File: config.mk
export PLATFORM = sky130hd
export DESIGN_NAME = vx_commit_collector_flat
export DESIGN_NICKNAME = d
export VERILOG_FILES = /design/src/rtl/vx_commit_collector_pkg.sv /design/src/rtl/vx_commit_collector_if.sv /design/src/rtl/vx_commit_collector_arbiter.sv /design/src/rtl/vx_commit_collector.sv /design/src/flat_wrapper.sv
export SDC_FILE = /design/constraint.sdc
export NUM_CORES = 1
export LEC_CHECK = 0
export ABC_AREA = 1
export CAP_MARGIN = 10
export CORE_AREA = 5 5 367 369
export CTS_CLUSTER_SIZE = 10
export DETAILED_ROUTE_END_ITERATION = 8
export DIE_AREA = 0 0 372 374
export PLACE_DENSITY = 0.46
export SLEW_MARGIN = 0
export SYNTH_ARGS = -nofsm -noshare
export SYNTH_HDL_FRONTEND = slang
export SYNTH_SLANG_ARGS = --single-unit
File: constraint.sdc
create_clock -name clk -period 10 [get_ports clk]
set_input_delay 2.5 -clock clk [delete_from_list [all_inputs] [get_ports clk]]
set_output_delay 2.5 -clock clk [all_outputs]
set_load 0.005 [all_outputs]
File: src/rtl/vx_commit_collector_pkg.sv
// Shared types and widths for the commit collector.
// Commit packet layout plus a lane popcount helper.
package vx_commit_collector_pkg;
  localparam int NUM_EX_UNITS = 4;
  localparam int NUM_LANES = 4;
  localparam int NW_BITS = 3;
  localparam int XLEN = 32;
  localparam int NR_BITS = 5;
  localparam int PC_BITS = 32;
  localparam int UIDX_W = $clog2(NUM_EX_UNITS);
  localparam int DATA_W = NUM_LANES * XLEN;

  typedef struct packed {
    logic [NW_BITS-1:0]   wid;
    logic [NUM_LANES-1:0] tmask;
    logic [PC_BITS-1:0]   pc;
    logic                 wb;
    logic [NR_BITS-1:0]   rd;
    logic [DATA_W-1:0]    data;
    logic                 sop;
    logic                 eop;
  } commit_t;

  function automatic logic [63:0] popcount(
    input logic [NUM_LANES-1:0] m
  );
    logic [63:0] c;
    c = '0;
    for (int i = 0; i < NUM_LANES; i++)
      c = c + 64'(m[i]);
    return c;
  endfunction
endpackage

File: src/rtl/vx_commit_collector_if.sv
// Per-unit commit stream bundle, flattened by unit.
// master = execute units, slave = collector.
interface vx_commit_collector_if;
  import vx_commit_collector_pkg::*;

  logic [NUM_EX_UNITS-1:0]           commit_valid;
  logic [NUM_EX_UNITS-1:0]           commit_ready;
  logic [NUM_EX_UNITS*NW_BITS-1:0]   commit_wid;
  logic [NUM_EX_UNITS*NUM_LANES-1:0] commit_tmask;
  logic [NUM_EX_UNITS*PC_BITS-1:0]   commit_pc;
  logic [NUM_EX_UNITS-1:0]           commit_wb;
  logic [NUM_EX_UNITS*NR_BITS-1:0]   commit_rd;
  logic [NUM_EX_UNITS*DATA_W-1:0]    commit_data;
  logic [NUM_EX_UNITS-1:0]           commit_sop;
  logic [NUM_EX_UNITS-1:0]           commit_eop;

  modport master (
    output commit_valid, commit_wid,
    output commit_tmask, commit_pc,
    output commit_wb, commit_rd,
    output commit_data,
    output commit_sop, commit_eop,
    input  commit_ready
  );

  modport slave (
    input  commit_valid, commit_wid,
    input  commit_tmask, commit_pc,
    input  commit_wb, commit_rd,
    input  commit_data,
    input  commit_sop, commit_eop,
    output commit_ready
  );
endinterface

File: src/rtl/vx_commit_collector_arbiter.sv
// Round-robin arbiter with an external lock.
// While locked only the locked requester may win.
module vx_rr_lock_arbiter #(
  parameter int N  = 4,
  parameter int IW = $clog2(N)
) (
  input  logic [N-1:0]  req_i,
  input  logic [IW-1:0] start_i,
  input  logic          lock_i,
  input  logic [IW-1:0] lock_idx_i,
  output logic [N-1:0]  gnt_o,
  output logic [IW-1:0] gnt_idx_o,
  output logic          gnt_valid_o
);
  function automatic logic [IW-1:0] rot(
    input logic [IW-1:0] s,
    input int k
  );
    int t;
    t = int'(s) + k;
    if (t >= N) t = t - N;
    return IW'(t);
  endfunction

  // Scan from the far end so the nearest one wins.
  always_comb begin
    gnt_o       = '0;
    gnt_idx_o   = '0;
    gnt_valid_o = 1'b0;
    if (lock_i) begin
      gnt_valid_o = req_i[lock_idx_i];
      gnt_idx_o   = lock_idx_i;
    end else begin
      for (int k = N - 1; k >= 0; k--) begin
        if (req_i[rot(start_i, k)]) begin
          gnt_valid_o = 1'b1;
          gnt_idx_o   = rot(start_i, k);
        end
      end
    end
    if (gnt_valid_o) gnt_o[gnt_idx_o] = 1'b1;
  end
endmodule

File: src/rtl/vx_commit_collector.sv
// Commit collector: arbitrates unit commits into
// a registered writeback, retire pulse and instret.
module vx_commit_collector
  import vx_commit_collector_pkg::*;
(
  input  logic                 clk,
  input  logic                 reset,
  vx_commit_collector_if.slave cif,
  output logic                 wb_valid,
  output logic [NW_BITS-1:0]   wb_wid,
  output logic [NR_BITS-1:0]   wb_rd,
  output logic [NUM_LANES-1:0] wb_tmask,
  output logic [DATA_W-1:0]    wb_data,
  output logic                 retire_valid,
  output logic [NW_BITS-1:0]   retire_wid,
  output logic [PC_BITS-1:0]   retire_pc,
  output logic [63:0]          instret
);
  commit_t pkt [NUM_EX_UNITS];
  commit_t sel;
  logic [NUM_EX_UNITS-1:0] gnt;
  logic [UIDX_W-1:0] gnt_idx;
  logic fire;

  logic lock_q, lock_d;
  logic [UIDX_W-1:0] lock_idx_q, lock_idx_d;
  logic [UIDX_W-1:0] ptr_q, ptr_d;
  logic wbv_q, wbv_d;
  logic [NW_BITS-1:0] wwid_q, wwid_d;
  logic [NR_BITS-1:0] wrd_q, wrd_d;
  logic [NUM_LANES-1:0] wtm_q, wtm_d;
  logic [DATA_W-1:0] wdat_q, wdat_d;
  logic retv_q, retv_d;
  logic [NW_BITS-1:0] rwid_q, rwid_d;
  logic [PC_BITS-1:0] rpc_q, rpc_d;
  logic [63:0] instret_q, instret_d;

  always_comb begin
    for (int u = 0; u < NUM_EX_UNITS; u++) begin
      pkt[u].wid   = cif.commit_wid[u*NW_BITS +: NW_BITS];
      pkt[u].tmask = cif.commit_tmask[u*NUM_LANES +: NUM_LANES];
      pkt[u].pc    = cif.commit_pc[u*PC_BITS +: PC_BITS];
      pkt[u].wb    = cif.commit_wb[u];
      pkt[u].rd    = cif.commit_rd[u*NR_BITS +: NR_BITS];
      pkt[u].data  = cif.commit_data[u*DATA_W +: DATA_W];
      pkt[u].sop   = cif.commit_sop[u];
      pkt[u].eop   = cif.commit_eop[u];
    end
  end

  vx_rr_lock_arbiter #(
    .N  (NUM_EX_UNITS),
    .IW (UIDX_W)
  ) u_arb (
    .req_i       (cif.commit_valid),
    .start_i     (ptr_q),
    .lock_i      (lock_q),
    .lock_idx_i  (lock_idx_q),
    .gnt_o       (gnt),
    .gnt_idx_o   (gnt_idx),
    .gnt_valid_o (fire)
  );

  assign cif.commit_ready = gnt;
  assign sel = pkt[gnt_idx];

  always_comb begin
    lock_d     = lock_q;
    lock_idx_d = lock_idx_q;
    ptr_d      = ptr_q;
    wbv_d      = 1'b0;
    wwid_d     = wwid_q;
    wrd_d      = wrd_q;
    wtm_d      = wtm_q;
    wdat_d     = wdat_q;
    retv_d     = 1'b0;
    rwid_d     = rwid_q;
    rpc_d      = rpc_q;
    instret_d  = instret_q;
    if (fire) begin
      wbv_d  = sel.wb & (|sel.tmask);
      wwid_d = sel.wid;
      wrd_d  = sel.rd;
      wtm_d  = sel.tmask;
      wdat_d = sel.data;
      if (sel.eop) begin
        lock_d    = 1'b0;
        ptr_d     = (gnt_idx == UIDX_W'(NUM_EX_UNITS - 1))
                    ? '0 : gnt_idx + 1'b1;
        retv_d    = 1'b1;
        rwid_d    = sel.wid;
        rpc_d     = sel.pc;
        instret_d = instret_q + popcount(sel.tmask);
      end else if (sel.sop) begin
        lock_d     = 1'b1;
        lock_idx_d = gnt_idx;
      end
    end
  end

  always_ff @(posedge clk or negedge reset) begin
    if (!reset) begin
      lock_q     <= 1'b0;
      lock_idx_q <= '0;
      ptr_q      <= '0;
      wbv_q      <= 1'b0;
      wwid_q     <= '0;
      wrd_q      <= '0;
      wtm_q      <= '0;
      wdat_q     <= '0;
      retv_q     <= 1'b0;
      rwid_q     <= '0;
      rpc_q      <= '0;
      instret_q  <= '0;
    end else begin
      lock_q     <= lock_d;
      lock_idx_q <= lock_idx_d;
      ptr_q      <= ptr_d;
      wbv_q      <= wbv_d;
      wwid_q     <= wwid_d;
      wrd_q      <= wrd_d;
      wtm_q      <= wtm_d;
      wdat_q     <= wdat_d;
      retv_q     <= retv_d;
      rwid_q     <= rwid_d;
      rpc_q      <= rpc_d;
      instret_q  <= instret_d;
    end
  end

  assign wb_valid     = wbv_q;
  assign wb_wid       = wwid_q;
  assign wb_rd        = wrd_q;
  assign wb_tmask     = wtm_q;
  assign wb_data      = wdat_q;
  assign retire_valid = retv_q;
  assign retire_wid   = rwid_q;
  assign retire_pc    = rpc_q;
  assign instret      = instret_q;
endmodule

File: src/flat_wrapper.sv
// flat-port wrapper written by rule: the top's interface ports become plain ports
module vx_commit_collector_flat import vx_commit_collector_pkg::*;
  (clk, reset, wb_valid, wb_wid, wb_rd, wb_tmask, wb_data, retire_valid, retire_wid, retire_pc, instret, cif_commit_valid, cif_commit_wid, cif_commit_tmask, cif_commit_pc, cif_commit_wb, cif_commit_rd, cif_commit_data, cif_commit_sop, cif_commit_eop, cif_commit_ready);
  vx_commit_collector_if cif_i ();
  input  logic clk;
  input  logic reset;
  output logic wb_valid;
  output logic [NW_BITS-1:0] wb_wid;
  output logic [NR_BITS-1:0] wb_rd;
  output logic [NUM_LANES-1:0] wb_tmask;
  output logic [DATA_W-1:0] wb_data;
  output logic retire_valid;
  output logic [NW_BITS-1:0] retire_wid;
  output logic [PC_BITS-1:0] retire_pc;
  output logic [63:0] instret;
  input wire logic [$bits(cif_i.commit_valid)-1:0] cif_commit_valid;
  input wire logic [$bits(cif_i.commit_wid)-1:0] cif_commit_wid;
  input wire logic [$bits(cif_i.commit_tmask)-1:0] cif_commit_tmask;
  input wire logic [$bits(cif_i.commit_pc)-1:0] cif_commit_pc;
  input wire logic [$bits(cif_i.commit_wb)-1:0] cif_commit_wb;
  input wire logic [$bits(cif_i.commit_rd)-1:0] cif_commit_rd;
  input wire logic [$bits(cif_i.commit_data)-1:0] cif_commit_data;
  input wire logic [$bits(cif_i.commit_sop)-1:0] cif_commit_sop;
  input wire logic [$bits(cif_i.commit_eop)-1:0] cif_commit_eop;
  output wire logic [$bits(cif_i.commit_ready)-1:0] cif_commit_ready;
  assign cif_i.commit_valid = cif_commit_valid;
  assign cif_i.commit_wid = cif_commit_wid;
  assign cif_i.commit_tmask = cif_commit_tmask;
  assign cif_i.commit_pc = cif_commit_pc;
  assign cif_i.commit_wb = cif_commit_wb;
  assign cif_i.commit_rd = cif_commit_rd;
  assign cif_i.commit_data = cif_commit_data;
  assign cif_i.commit_sop = cif_commit_sop;
  assign cif_i.commit_eop = cif_commit_eop;
  assign cif_commit_ready = cif_i.commit_ready;
  vx_commit_collector u_core (.clk(clk), .reset(reset), .cif(cif_i), .wb_valid(wb_valid), .wb_wid(wb_wid), .wb_rd(wb_rd), .wb_tmask(wb_tmask), .wb_data(wb_data), .retire_valid(retire_valid), .retire_wid(retire_wid), .retire_pc(retire_pc), .instret(instret));
endmodule
==> results of run 1 <==
==> power groups by stage <==
stage / combinational [mW] / clock (mW) / sequential [mW]
after CTS: 7.76 / 1.56 / 1.97
after floorplan: 4.26 / 0 / 1.87
after global placement: 7.70 / 0 / 1.98
after detailed placement: 7.73 / 0 / 1.98
final: 7.59 / 1.49 / 1.97
after global routing: 8.54 / 1.59 / 2.03
==> critical path, cell delays in order <==
cell                              delay (ps)
sky130_fd_sc_hd__clkdlybuf4s50_1         510
sky130_fd_sc_hd__inv_1                    60
sky130_fd_sc_hd__nand2_1                  70
sky130_fd_sc_hd__nand2_1                 110
sky130_fd_sc_hd__o21ai_0                 160
sky130_fd_sc_hd__inv_1                    70
sky130_fd_sc_hd__nand2_1                  60
sky130_fd_sc_hd__nand2_1                  50
sky130_fd_sc_hd__nand3_2                 190
sky130_fd_sc_hd__nand2_8                 330
sky130_fd_sc_hd__inv_6                   560
sky130_fd_sc_hd__ha_1                    260
sky130_fd_sc_hd__inv_1                    40
sky130_fd_sc_hd__nor2_1                   90
sky130_fd_sc_hd__clkdlybuf4s50_1         520
==> worst min path at each step <==
| stage | startpoint | endpoint | cells past startpoint |
|---|---|---|---|
| floorplan | u_core.retire_pc[23] | u_core.retire_pc[23] | 2 |
| global placement | u_core.retire_pc[21] | u_core.retire_pc[21] | 2 |
| detailed placement | u_core.wb_data[46] | u_core.wb_data[46] | 2 |
| CTS | u_core.wb_tmask[2] | u_core.wb_tmask[2] | 2 |
| global route | u_core.wb_data[101] | u_core.wb_data[101] | 2 |
| finish | u_core.retire_pc[16] | u_core.retire_pc[16] | 2 |
==> routing by layer <==
metal  GRT usage  routed length [um]
met1       0.191               46900
met2       0.256               52900
met3      0.0464                9520
met4      0.0546                4350
met5           0                  51
==> cell usage in the layout, fill, tap and decap left out, types with 3 or more instances in the layout <==
master and instances:
sky130_fd_sc_hd__a21oi_1 172, sky130_fd_sc_hd__buf_12 3, sky130_fd_sc_hd__buf_4 18, sky130_fd_sc_hd__bufinv_16 5, sky130_fd_sc_hd__clkbuf_1 8, sky130_fd_sc_hd__clkbuf_16 38, sky130_fd_sc_hd__clkbuf_8 7, sky130_fd_sc_hd__clkdlybuf4s50_1 949
sky130_fd_sc_hd__clkinv_2 4, sky130_fd_sc_hd__dfrtp_1 246, sky130_fd_sc_hd__diode_2 7, sky130_fd_sc_hd__ha_1 10, sky130_fd_sc_hd__inv_1 283, sky130_fd_sc_hd__nand2_1 736, sky130_fd_sc_hd__nand3_1 41, sky130_fd_sc_hd__nand3b_1 3
sky130_fd_sc_hd__nand4_1 28, sky130_fd_sc_hd__nor2_1 237, sky130_fd_sc_hd__nor3_1 43, sky130_fd_sc_hd__nor4_1 6, sky130_fd_sc_hd__o21ai_0 452, sky130_fd_sc_hd__o21ai_1 122, sky130_fd_sc_hd__xnor2_1 3, sky130_fd_sc_hd__xor2_1 60
==> cells by family (layout without fill, tap and decap cells) <==
group | count (synthesis) | count (layout) | synth area share
other cells | 0 | 7 | 0
buf+inv | 455 | 1326 | 0.109
simple gates | 1105 | 1105 | 0.260
xor+xnor | 63 | 63 | 0.0326
compound gates | 753 | 753 | 0.224
fa+ha+maj | 12 | 12 | 0.00977
flops | 246 | 246 | 0.364
==> metrics by stage <==
stage	utilization	instance area, um2	setup slack (ps)
floorplan	-	16900	3490
global placement	0.215	28100	1630
detailed placement	0.215	28100	1650
CTS	0.225	29400	1800
global route	0.225	29400	1540
finish	0.225	29400	1780
==> flip-flops by register name, summed over array words and instances (netlist names), 2 cells and up <==
signal / cells
u_core.wb_data: 128
u_core.retire_pc: 32
u_core.instret: 64
u_core.wb_rd: 5
u_core.ptr_q: 2
u_core.wb_tmask: 4
u_core.wb_wid: 3
u_core.lock_idx_q: 2
u_core.retire_wid: 3
==> area by class of cell <==
class                           count  share of cell area
Sequential cell                   246               0.209
Antenna cell                        7            0.000595
Clock buffer                       53              0.0366
Clock inverter                     16             0.00960
Timing Repair Buffer              971               0.330
Inverter                          286              0.0368
Multi-Input combinational cell   1933               0.303
Tap cell                         1755              0.0746
==> impl_metrics.csv, run 1 <==
group,metric,value,unit
routing,via_count,20926,
clocking,cts.repair_timing.setup_buffer_count,0,
clocking,max-clock-path-buffers,3,
worst_setup_path,critical_path.endpoint,"cif_commit_ready[3]",
worst_setup_path,timing.reg2reg.setup_slack,3880,ps
global_routing,globalRouteOverflowTotal,0,
floorplanning,ioPinCount,951,
placed_design,place_hpwl,91000,um
floorplanning,placeableCoreArea,0.131,mm2
flow_run,drv.max_cap_violation_count,0,
layout,layout-drive-gt1-share,0.0271,
power,switching_share,0.548,
global_routing,grt_max_degree,197,
worst_setup_path,timing.critical_path.fanout_max,77,
sta,grt_setup_unrepaired,"false",
synthesis,synth_seq_area_share,0.364,
power,internal_power,4.99,mW
worst_setup_path,worst_r2r_startpoint,"u_core.ptr_q[0]",
layout,area_growth_syn_to_layout,74.3,%
clocking,htree_num_levels,2,
power,power,11.1,mW
synthesis,yosys-top-cells-count,"737 x sky130_fd_sc_hd__nand2_1, 452 x sky130_fd_sc_hd__o21ai_0, 283 x sky130_fd_sc_hd__inv_1",
synthesis,synth_warnings,0,
floorplanning,dieArea,0.139,mm2
floorplanning,start_util,0.129,
worst_setup_path,cp-end-kind,"primary output",
synthesis,synth.net_count,3352,
routing,count_of_unresolved_drc_violations_after_routing,0,
sta,finalHoldViolations,0,
power,combinationalPowerShare,0.687,
worst_setup_path,ff2ff_path_depth,29,
worst_setup_path,critPathRequiredTime,7500,ps
synthesis,postSynth.topFlopCell,"sky130_fd_sc_hd__dfrtp_1",
clocking,cts-buffers-inserted,38,
global_routing,global_route.usage.total,0.155,
layout,n_fill_cell,14827,
sta,slew_violations,0,
worst_setup_path,criticalPathCategory,"in -> out",
clocking,cts_root_buffer,"sky130_fd_sc_hd__clkbuf_16",
synthesis,postSynthCellCount,2634,
routing,detail_route.first_pass.iterations,6,
floorplanning,fp.dieH,374,um
layout,instances_no_fill,5267,
worst_setup_path,critical_path.startpoint,"cif_commit_valid[2]",
placed_design,gp_routability_congestion,0.932,
floorplanning,rows,133,
layout,nets,4194,
global_routing,global_route_wire_length_before_repair,157000,um
layout,multiInputGateArea,0.00893,mm2
power,switchingPower,6.06,mW
worst_setup_path,reg2reg_to,"u_core.instret[62]",
synthesis,synth_largest_type_area_fraction,0.364,
power,vdd_drop_max,0.400,mV
power,power-per-cell-area,375,mW/mm2
synthesis,synthesized_area,0.0169,mm2
synthesis,most_used_standard_cell_by_instance_count_after_synthesis,"sky130_fd_sc_hd__nand2_1",
routing,viasPerCell,3.97,
sta,max-slew-margin-rel,0.278,
power,static-leakage-power,12.3,nW
sta,largest_clock_skew_in_the_final_design,60.7,ps
synthesis,synth_cell_type_count,37,
routing,drtAntennaViolNets,0,
min_path,min_path_type,"reg -> reg",
synthesis,synth-async-reset-ratio,1.00,
sta,maxClockFrequency,0.122,GHz
clocking,worstSkewPairLatency,620,ps
global_routing,number_of_antenna_violations_at_the_first_check_in_global_routing,9,
sta,max_slew.worst_pin.slew,1080,ps
power,seqPwrFrac,0.178,
floorplanning,die-width,372,um
worst_setup_path,startpoint_type,"input pin",
synthesis,synth_enable_flop_cells,0,
global_routing,grt_pass1_vias,20756,
routing,detail_route.wl_per_cell,21.6,um
synthesis,post_synth_main_area_contributors,"sky130_fd_sc_hd__dfrtp_1 36%, sky130_fd_sc_hd__nand2_1 16%, sky130_fd_sc_hd__o21ai_0 13%, sky130_fd_sc_hd__inv_1 6.3%, sky130_fd_sc_hd__nor2_1 5.3%",
sta,setup-tns-final,0,ps
status,run_status,"complete, no violations",
sta,final_report_setup_violation_count,0,
synthesis,post_synth.cell_area_avg,6.42,um2
sta,fin_crit,8220,ps
clocking,hold_buffer_count_at_cts,0,
clocking,tritoncts_clock_tree,"done",
placed_design,dpl.cell_count,5191,
layout,regArea,0.00616,mm2
sta,timing.hold.ws,475,ps
worst_setup_path,arrival,5720,ps
clocking,cts.sinks,246,
power,clock_power_share,0.135,
sta,layout_worst_path_cycle_share,0.822,
synthesis,synth.ff_latch_count,246,
routing,initialDrtViolationCount,1464,
placed_design,number_of_buffers_added_on_ports,950,
routing,routed_wl,114000,um
clocking,cts_resized,0,
clocking,path_clk_slew,50,ps
synthesis,yosys.area.top_type,"sky130_fd_sc_hd__dfrtp_1",
(Power assumes the default switching activity.)
==> run 2: changes to the inputs <==
==> constraint.sdc (replaced) <==
create_clock -name clk -period 7.6 [get_ports clk]
set_input_delay 1.9 -clock clk [delete_from_list [all_inputs] [get_ports clk]]
set_output_delay 1.9 -clock clk [all_outputs]
set_load 0.005 [all_outputs]
==> run 2 against run 1 <==
Net effect: largest cell class unchanged; die area is the same; wire length shrank 1.1%; setup slack lost 730 ps; combinational power grew 32%; worst hold slack lost 2.0 ps; first-iteration DRC count grew 7.0%; cell count is essentially flat; register-to-register slack lost 1300 ps; clock-buffer cell count shrank 2; sequential power grew 32%; clock power grew 19%; largest power group unchanged.
==> impl_metrics.csv, run 2 (same netlist as run 1, synthesis figures left out) <==
group,metric,value,unit
sta,grt_setup_unrepaired,"false",
routing,via_count,20763,
status,run_status,"complete, no violations",
power,clock_power_share,0.123,
min_path,hold-path-cell-count,2,
min_path,timing.hold.worst.start,"u_core.retire_pc[5]",
floorplanning,die-width,372,um
routing,detail_route.wl_per_cell,21.3,um
layout,n_fill_cell,14803,
worst_setup_path,timing.reg2reg.setup_slack,2580,ps
worst_setup_path,cp-end-kind,"primary output",
clocking,worstSkewPairLatency,590,ps
clocking,cts_root_buffer,"sky130_fd_sc_hd__clkbuf_16",
sta,maxClockFrequency,0.153,GHz
routing,initialDrtViolationCount,1567,
worst_setup_path,ff2ff_path_depth,29,
global_routing,global_route_wire_length_before_repair,155000,um
sta,slew_violations,0,
clocking,cts.repair_timing.setup_buffer_count,0,
routing,viasPerCell,3.94,
worst_setup_path,criticalPathCategory,"in -> out",
power,combinationalPowerShare,0.696,
clocking,max-clock-path-buffers,3,
layout,layout-drive-gt1-share,0.0288,
global_routing,grt_max_degree,193,
power,internal_power,6.48,mW
clocking,hold_buffer_count_at_cts,0,
routing,drtAntennaViolNets,0,
clocking,tritoncts_clock_tree,"done",
placed_design,place_hpwl,90200,um
worst_setup_path,worst_r2r_startpoint,"u_core.ptr_q[0]",
floorplanning,placeableCoreArea,0.131,mm2
min_path,hold_end,"u_core.retire_pc[5]",
clocking,cts_resized,0,
worst_setup_path,arrival,4660,ps
layout,area_growth_syn_to_layout,73.8,%
worst_setup_path,startpoint_type,"input pin",
placed_design,gp_routability_congestion,0.958,
global_routing,grtUsageMet1,0.190,
layout,stdcell_area,0.0294,mm2
power,static-leakage-power,12.3,nW
global_routing,grtUsageMet2,0.261,
routing,detail_route.first_pass.iterations,7,
floorplanning,fp.dieH,374,um
global_routing,global_route.usage.met3,0.0430,
sta,largest_clock_skew_in_the_final_design,36.4,ps
clocking,path_clk_slew,50,ps
clocking,cts.sinks,246,
global_routing,global_route.usage.total,0.153,
floorplanning,dieArea,0.139,mm2
clocking,cts-buffers-inserted,38,
power,seqPwrFrac,0.181,
layout,most-common-layout-cells,"949 x sky130_fd_sc_hd__clkdlybuf4s50_1, 736 x sky130_fd_sc_hd__nand2_1, 452 x sky130_fd_sc_hd__o21ai_0, 283 x sky130_fd_sc_hd__inv_1, 246 x sky130_fd_sc_hd__dfrtp_1",
power,switching_share,0.550,
sta,final_report_setup_violation_count,0,
global_routing,number_of_antenna_violations_at_the_first_check_in_global_routing,12,
worst_setup_path,critPathRequiredTime,5700,ps
sta,finalHoldViolations,0,
placed_design,number_of_buffers_added_on_ports,950,
layout,most_frequent_standard_cell_in_the_layout_excluding_fill_and_tap_cells,"sky130_fd_sc_hd__clkdlybuf4s50_1",
power,power,14.4,mW
clocking,htree_num_levels,2,
power,switchingPower,7.90,mW
global_routing,most_used_routing_layer,"met2",
placed_design,placed_cell_area,0.0281,mm2
power,vdd_drop_max,0.438,mV
min_path,min_path_type,"reg -> reg",
routing,routed_wl,112000,um
layout,max_reg_flops,128,
sta,fin_crit,6560,ps
sta,setup-tns-final,0,ps
flow_run,drv.max_cap_violation_count,0,
global_routing,globalRouteOverflowTotal,0,
sta,max_slew.worst_pin.slew,1030,ps
power,power-per-cell-area,490,mW/mm2
worst_setup_path,reg2reg_to,"u_core.instret[62]",
floorplanning,rows,133,
worst_setup_path,timing.critical_path.fanout_max,25,
floorplanning,start_util,0.129,
layout,nets,4200,
floorplanning,ioPinCount,951,
sta,layout_worst_path_cycle_share,0.863,
routing,count_of_unresolved_drc_violations_after_routing,0,
global_routing,grt_pass1_vias,20692,
sta,max-slew-margin-rel,0.308,
run 2: cell types whose count changed in the layout (fill, tap and decap cells not counted), sizes merged:
cell	previous run	this run
buf	22	28
bufinv	5	1
clkbuf	53	51
clkinv	8	12
inv	287	286
run 2: stage by stage:
step                      hold WS (ps)  std cells  setup WS, ps  utilization
after floorplan                    472       2634          1850            -
after global placement             461       5197           827        0.215
after detailed placement           464       5197           859        0.215
after CTS                          479       5263          1000        0.224
after global routing               497       5266           836        0.225
final                              473       5270          1040        0.225
run 2: area by class of cell:
| cell class | count | area (um2) | share of cell area |
|---|---|---|---|
| Antenna cell | 7 | 17.5 | 0.000596 |
| Clock buffer | 51 | 1080 | 0.0368 |
| Clock inverter | 15 | 160 | 0.00545 |
| Inverter | 286 | 1080 | 0.0369 |
| Multi-Input combinational cell | 1933 | 8930 | 0.304 |
| Sequential cell | 246 | 6160 | 0.210 |
| Tap cell | 1755 | 2200 | 0.0748 |
| Timing Repair Buffer | 977 | 9750 | 0.332 |
run 2: how the worst max path moves through the flow:
stage                                    from                  end  slack [ps]  depth (start not counted)
after global placement    cif_commit_valid[2]   u_core.instret[62]         830                         30
after CTS                 cif_commit_valid[2]  cif_commit_ready[2]        1000                         13
final                     cif_commit_valid[2]  cif_commit_ready[2]        1040                         13
after detailed placement  cif_commit_valid[2]   u_core.instret[62]         860                         30
after floorplan           cif_commit_valid[3]   u_core.instret[62]        1850                         30
after global routing      cif_commit_valid[3]  cif_commit_ready[2]         840                         13
run 2: worst max-delay path, cell delays in order:
cell and delay (ps):
sky130_fd_sc_hd__clkdlybuf4s50_1 510, sky130_fd_sc_hd__inv_1 50, sky130_fd_sc_hd__nand2_1 80, sky130_fd_sc_hd__nand2_1 100, sky130_fd_sc_hd__o21ai_0 170, sky130_fd_sc_hd__inv_1 70, sky130_fd_sc_hd__nand3_1 100, sky130_fd_sc_hd__nand3_2 210
sky130_fd_sc_hd__nand2_8 230, sky130_fd_sc_hd__ha_1 180, sky130_fd_sc_hd__inv_1 40, sky130_fd_sc_hd__nor2_1 310, sky130_fd_sc_hd__clkdlybuf4s50_1 700
run 2: power groups by stage:
stage / Combinational [mW] / Sequential (mW) / Clock [mW]
after floorplan: 5.60 / 2.45 / 0
after global placement: 10.2 / 2.60 / 0
after detailed placement: 10.2 / 2.60 / 0
after CTS: 10.2 / 2.59 / 1.88
after global routing: 11.3 / 2.67 / 1.92
final: 10.0 / 2.60 / 1.78
run 2: routing by layer:
| layer | wire, um | share of wire |
|---|---|---|
| met5 | 27 | 0.00024 |
| met2 | 53700 | 0.48 |
| met1 | 46600 | 0.41 |
| met4 | 2990 | 0.027 |
| met3 | 9090 | 0.081 |
